**src/rtl/chunked_adder.sv**
```systemverilog
// chunked_adder: multi-cycle ripple adder/subtractor that adds CHUNK bits per
// clock. Operands are captured on accept, chunks are summed LSB-first through
// a carry register, and the result is held with a valid/ready handshake.
module chunked_adder #(
  parameter int WIDTH = 16,
  parameter int CHUNK = 4
) (
  input  logic             clk,
  input  logic             rst,
  input  logic [WIDTH-1:0] in1,
  input  logic [WIDTH-1:0] in2,
  input  logic             cin,
  input  logic             sub,
  input  logic             in_valid,
  output logic             in_ready,
  output logic [WIDTH-1:0] s,
  output logic             c,
  output logic             ovf,
  output logic             out_valid,
  input  logic             out_ready
);

  localparam int N    = WIDTH / CHUNK;
  localparam int IDXW = (N > 1) ? $clog2(N) : 1;
  localparam logic [IDXW-1:0] LAST = IDXW'(N - 1);

  typedef enum logic [1:0] {IDLE, RUN, DONE} state_t;

  state_t           r_state, w_next;
  logic [IDXW-1:0]  r_idx;
  logic             r_carry;
  logic [WIDTH-1:0] r_a, r_b, r_s;
  logic             r_c, r_ovf;

  logic [CHUNK-1:0] w_a_chk, w_b_chk;
  logic [CHUNK:0]   w_sum;
  logic             w_cin_msb;
  logic             w_accept;
  logic             w_last;

  // Slice the current chunk and add it with the running carry.
  // The carry into the chunk's top bit is recovered from sum ^ a ^ b at that
  // bit, which works for any CHUNK including 1.
  always_comb begin
    w_a_chk   = r_a[r_idx*CHUNK +: CHUNK];
    w_b_chk   = r_b[r_idx*CHUNK +: CHUNK];
    w_sum     = {1'b0, w_a_chk} + {1'b0, w_b_chk} + {{CHUNK{1'b0}}, r_carry};
    w_cin_msb = w_sum[CHUNK-1] ^ w_a_chk[CHUNK-1] ^ w_b_chk[CHUNK-1];
    w_last    = (r_idx == LAST);
  end

  // Next-state and handshake outputs.
  always_comb begin
    w_next    = r_state;
    in_ready  = 1'b0;
    out_valid = 1'b0;
    w_accept  = 1'b0;
    case (r_state)
      IDLE: begin
        in_ready = 1'b1;
        if (in_valid) begin
          w_accept = 1'b1;
          w_next   = RUN;
        end
      end
      RUN: begin
        if (w_last) w_next = DONE;
      end
      DONE: begin
        out_valid = 1'b1;
        if (out_ready) w_next = IDLE;
      end
      default: w_next = IDLE;
    endcase
  end

  // State register.
  always_ff @(posedge clk or posedge rst) begin
    if (rst) r_state <= IDLE;
    else     r_state <= w_next;
  end

  // Operand capture, per-chunk accumulation and final flag generation.
  always_ff @(posedge clk or posedge rst) begin
    if (rst) begin
      r_a     <= '0;
      r_b     <= '0;
      r_s     <= '0;
      r_idx   <= '0;
      r_carry <= 1'b0;
      r_c     <= 1'b0;
      r_ovf   <= 1'b0;
    end else if (w_accept) begin
      r_a     <= in1;
      r_b     <= sub ? ~in2 : in2;
      r_carry <= sub ? 1'b1 : cin;
      r_idx   <= '0;
    end else if (r_state == RUN) begin
      r_s[r_idx*CHUNK +: CHUNK] <= w_sum[CHUNK-1:0];
      r_carry                   <= w_sum[CHUNK];
      if (w_last) begin
        r_idx <= '0;
        r_c   <= w_sum[CHUNK];
        r_ovf <= w_cin_msb ^ w_sum[CHUNK];
      end else begin
        r_idx <= r_idx + 1'b1;
      end
    end
  end

  assign s   = r_s;
  assign c   = r_c;
  assign ovf = r_ovf;

endmodule

```
**config.mk**
```make
export PLATFORM = sky130hd
export DESIGN_NAME = chunked_adder
export DESIGN_NICKNAME = d
export VERILOG_FILES = /design/src/rtl/chunked_adder.sv
export SDC_FILE = /design/constraint.sdc
export NUM_CORES = 1
export LEC_CHECK = 0
export ABC_AREA = 1
export ABC_CLOCK_PERIOD_IN_PS = 3350
export CORE_MARGIN = 1
export CORE_UTILIZATION = 45
export CTS_BUF_LIST = sky130_fd_sc_hd__clkbuf_8
export CTS_CLUSTER_DIAMETER = 30
export DETAILED_ROUTE_END_ITERATION = 16
export HOLD_SLACK_MARGIN = 0.06
export PLACE_DENSITY_LB_ADDON = 0.08
export SYNTH_ARGS = -nofsm -noshare
export SYNTH_HDL_FRONTEND = slang
export SYNTH_SLANG_ARGS = --single-unit
export TNS_END_PERCENT = 20
```
**constraint.sdc**
```tcl
create_clock -name clk -period 3.35 [get_ports clk]
set_input_delay 0.5025 -clock clk [delete_from_list [all_inputs] [get_ports clk]]
set_output_delay 0.5025 -clock clk [all_outputs]
set_load 0.01 [all_outputs]
```
Word-level counts from Yosys, hierarchy flattened
Index checks and enable logic that the tools add are counted.
Storage, ports and cells
  register bits after elaboration: 55
  input bits: 38
  output and inout port bits: 20
Cells by class
  add/sub/neg operators: 4
  equal/unequal tests: 6
  shifts and indexed selects: 4
  muxes and demuxes: 16
  bitwise gates (word level): 5
  reductions and logical operators: 5
Operators with widths (number)
  4-bit negator with 34-bit output: 1
  4-bit by 34-bit variable shift with 16-bit output, first input constant: 1
  4-bit by 34-bit variable part select with 16-bit output: 1
  16-bit by 5-bit variable part select with 4-bit output: 2
  16-bit bitwise mux: 1
  16-bit two-way mux: 1
  16-bit inverter: 1
  2-bit two-way mux: 6
  1-bit two-way mux: 7
  2-bit inequality test, second input constant: 3
  2-bit one-hot mux with 3 select lines: 1
  3-bit AND reduction: 2
  4-bit by 4-bit adder with 5-bit output: 1
  5-bit by 1-bit adder with 5-bit output: 1
  2-bit equality test, second input constant: 2
  1-bit bitwise XOR: 3
  2-bit by 1-bit adder with 2-bit output, second input constant: 1
  2-bit by 1-bit equality test with 1-bit output, second input constant: 1
  2-bit zero test: 1
  2-bit AND reduction: 1
  2-bit nonzero test: 1
  1-bit inverter: 1

Logic depth before layout (Yosys ltp)
  word-level depth: 6
  depth in mapped cells: 17
  gate-level depth less buffers: 16

Worst setup path after synthesis
Ideal clock, no wire load.
  path type: flip-flop to flip-flop
  from: register r_idx[0]
  to: register r_ovf, in the netlist ovf
  arrival time: 2441 ps
  path slack: 792 ps
  cell stages (with the launch flop): 16
  path buffers: 2
  clock period less this slack: 2558 ps
  cells stage by stage: dfrtp_1 > inv_2 > buf_6 > buf_2 > nor2_1 > o22ai_1 > fa_1 > fa_1 > inv_1 > nor2_1 > nor2_1 > nand3_1 > nand2_2 > nand3_1 > nand3_1 > nand2_1
On the way
  cells in the longest elaborated chain, start to end: 6
RTL lines
  start: declaration: RTL line 30  | logic [IDXW-1:0] r_idx;
  start signal: assignment: RTL line 106  | r_idx <= r_idx + 1'b1;
  16-bit by 5-bit variable part select with 4-bit output, on equally long branches: RTL line 45, 46
  4-bit by 4-bit adder with 5-bit output: RTL line 47  | w_sum = {1'b0, w_a_chk} + {1'b0, w_b_chk} + {{CHUNK{1'b0}}, r_carry};
  5-bit by 1-bit adder with 5-bit output: RTL line 47
  1-bit bitwise XOR (2 in a row): RTL line 48  | w_cin_msb = w_sum[CHUNK-1] ^ w_a_chk[CHUNK-1] ^ w_b_chk[CHUNK-1];
  1-bit bitwise XOR: RTL line 104  | r_ovf <= w_cin_msb ^ w_sum[CHUNK];
  end signal: assignment: RTL line 104
  end: declaration: RTL line 33  | logic r_c, r_ovf;
Several ways; a longest one is shown, not always the timed one.
A chain may end at the register's enable or synchronous reset.

Worst setup path after layout
Ends and elaborated chain as after synthesis.

==> impl_metrics.py <==
metrics = {
    "sta": {
        "finalClockSkew_ns": 0.00700,
        "fin_crit_sh": 0.863,
        "finalSetupViolCount": 0,
        "max_freq_mhz": 346,
        "worst_pin_slew_ns": 0.669,
        "relSlewSlack": 0.553,
        "hold_ws_ns": 0.475,
        "tns_ns": 0,
        "rsz0062_at_grt": "false",
        "hold_viol": 0,
        "drv_slew": 0,
        "min_period_ns": 2.89,
        "post-route-worst-setup-slack_ns": 0.459,
    },
    "floorplan": {
        "die_x_um": 81.5,
        "initial_utilization": 0.472,
        "die_area_sq_um": 6640,
        "rows": 28,
        "core-area_sq_um": 6030,
        "io_pins": 58,
        "die_h_um": 81.5,
    },
    "power_and_ir_drop": {
        "vdd_ir_drop_max_mv": 0.479,
        "leakagePower_nw": 1.70,
        "pwr_density_cell_nw_per_um2": 1000,
    },
    "synthesis": {
        "synth_top_area_share": 0.484,
        "synth_seq_cells": 55,
        "synth_area_leader_cell": "dfrtp_1",
        "ys_types": 24,
        "syn-num-nets": 393,
        "syn_avg_cell_area_sq_um": 8.27,
        "synth_most_common_cell": "nand2_1",
        "syn_inst": 344,
        "synthTopCellsByArea": "dfrtp_1 48%, nand2_1 14%, o21ai_0 7.4%",
        "synth_area_sq_um": 2840,
        "ys_seq_area_frac": 0.484,
        "synth_ff_type": "dfrtp_1",
        "synth-edff-count": 0,
        "synth.top_cells.by_count": "108 x nand2_1, 55 x dfrtp_1, 42 x o21ai_0, 24 x inv_1, 21 x nor2_1",
        "synthArstFlopShare": 1.00,
        "yosys_warnings": 0,
    },
    "setup_path": {
        "cpPeakStageDelay_ns": 0.61,
        "cp.required_ns": 3.56,
        "path_class": "flip-flop to flip-flop",
        "crit_chain": "inv_2 > o21ai_0 > o22ai_1 > fa_1 > fa_1 > inv_1 > nor2_1 > nor2_1 > nand3_1 > nand2_2 > nand3_1 > nand3_1 > nand2_1",
        "endpoint_kind": "flip-flop",
        "r2r_slack_ns": 0.46,
        "cp-start-kind": "flip-flop",
        "cp.depth": 13,
        "cp_top_family": "adder cells",
        "critPathBufInv": 2,
        "ff2ff_path_depth": 13,
        "cp_slowest_cell": "dfrtp_1",
        "cp_common_cell": "nand3_1",
        "crit_fanout": 22,
        "arrival_ns": 3.10,
        "rr_endpoint": "ovf$_DFFE_PP0P_",
        "regToRegStartpoint": "r_idx[0]$_DFFE_PP0P_",
    },
    "cts": {
        "clock_sinks": 55,
        "clk_path_buf_depth": 2,
        "h-tree-depth": 2,
        "post_cts_buffers": 0,
        "clkTransAtPathRegs_ns": 0.10,
        "cts_hold_buf": 0,
        "cts_resized": 0,
        "clk_latency_ns": 0.31,
        "cts_buffers": 5,
        "root_buffer": "clkbuf_8",
        "cts_tree": "done",
    },
    "finish": {
        "antenna_cells": 0,
        "syn_to_final_growth_pct": 26.0,
        "final_nets": 446,
        "drive_above_1_share": 0.0653,
        "fin_cells": 473,
        "utilization": 0.595,
    },
    "placement": {
        "placedCellCount": 465,
        "hpwlAfterDp_mm": 4.47,
        "portBuffers": 57,
        "finalWeightedCongestion": 0.821,
        "dp_worst_setup_slack_ns": 0.503,
    },
    "global_routing": {
        "grt_usage": 0.205,
        "antenna_found_initial": 0,
        "grt_pass1_wl_mm": 10.3,
        "grt_pass1_vias": 2252,
        "grt_overflow_total": 0,
        "grt_max_degree": 38,
    },
    "outcome": {
        "status": "finished, final reports clean",
    },
    "routing": {
        "ant_nets": 0,
        "drc": 0,
        "wl_per_cell_um": 12.5,
        "met1_length_mm": 2.68,
        "met3_length_um": 177,
        "firstDrtPassIters": 5,
        "drt-total-wl_mm": 5.89,
        "vias": 2312,
        "routed.top_layer": "met4",
        "wl_met2_mm": 2.94,
        "first_iter_violations": 147,
        "via_per_inst": 4.89,
    },
    "run": {
        "drv_cap": 0,
    },
    "worst_hold_path": {
        "hold_path.class": "input pin to async pin",
    },
}
[layer usage]
layer,vias up,GRT usage
met5,-,0
met3,9,0.0411
met4,0,0.0732
met2,42,0.348
li1,1207,-
met1,1054,0.259
[layout by cell type, fill, tap and decap left out, types with 3 or more instances in the layout]
cell | synthesis | layout
o22ai_1 | 6 | 6
inv_1 | 24 | 24
buf_4 | 4 | 4
nand3_1 | 14 | 14
clkbuf_8 | 0 | 5
o31ai_1 | 4 | 4
clkdlybuf4s50_1 | 0 | 57
nand2_1 | 108 | 108
xnor2_1 | 16 | 16
dfrtp_1 | 55 | 55
inv_2 | 4 | 5
nor2_1 | 21 | 21
nand3_2 | 3 | 3
o21ai_0 | 42 | 42
nand2_2 | 7 | 7
o21ai_1 | 9 | 9
ha_1 | 9 | 9
[worst register-to-register path: cells and delay by family (launching register included)]
family | cells | cell delay (ns)
compound gates | 2 | 0.36
fa+ha+maj | 2 | 0.83
buf+inv | 2 | 0.35
flops | 1 | 0.61
simple gates | 7 | 0.64
[worst max path at each step]
stage,slack (ns),endpoint,startpoint
3_3_place_gp,0.59,ovf$_DFFE_PP0P_,r_idx[0]$_DFFE_PP0P_
3_5_place_dp,0.50,ovf$_DFFE_PP0P_,r_idx[0]$_DFFE_PP0P_
4_1_cts,0.48,ovf$_DFFE_PP0P_,r_idx[0]$_DFFE_PP0P_
6_report,0.46,ovf$_DFFE_PP0P_,r_idx[0]$_DFFE_PP0P_
2_1_floorplan,0.79,ovf$_DFFE_PP0P_,r_idx[0]$_DFFE_PP0P_
5_1_grt,0.16,ovf$_DFFE_PP0P_,r_idx[0]$_DFFE_PP0P_
[per-stage QoR]
stage                     area (sq um)  power (mW)
after global placement            3450        3.08
after detailed placement          3450        3.12
after floorplan                   2840        2.55
after CTS                         3580        3.63
after global routing              3580        4.01
final                             3580        3.59
[cell families (layout without fill, tap and decap cells)]
| kind of cell | after synthesis | after routing | synth area share |
|---|---|---|---|
| adder cells (fa/ha/maj) | 11 | 11 | 0.0537 |
| AO/OA/AOI/OAI | 63 | 63 | 0.118 |
| buffers and inverters | 43 | 97 | 0.0673 |
| AND/OR/NAND/NOR | 155 | 155 | 0.225 |
| flip-flops | 55 | 55 | 0.484 |
| XOR/XNOR | 17 | 17 | 0.0524 |
[flip-flops by register name, indices dropped and copies added (netlist names)]
register	flops
ovf	1
r_carry	1
r_state	2
c	1
s	16
r_a	16
r_idx	2
r_b	16
[power by group]
| group | internal, mW | switching [mW] |
|---|---|---|
| combinational | 0.753 | 1.17 |
| clock | 0.296 | 0.216 |
| sequential | 0.947 | 0.212 |
| total | 2.00 | 1.60 |
[layout make-up]
cell class | instances | area [sq um]
Tap cell | 75 | 93.8
Clock buffer | 5 | 68.8
Fill cell | 583 | 2440
Clock inverter | 3 | 63.8
Inverter | 28 | 105
Timing Repair Buffer | 61 | 601
Multi-Input combinational cell | 246 | 1280
Sequential cell | 55 | 1380
(Power assumes the default switching activity.)
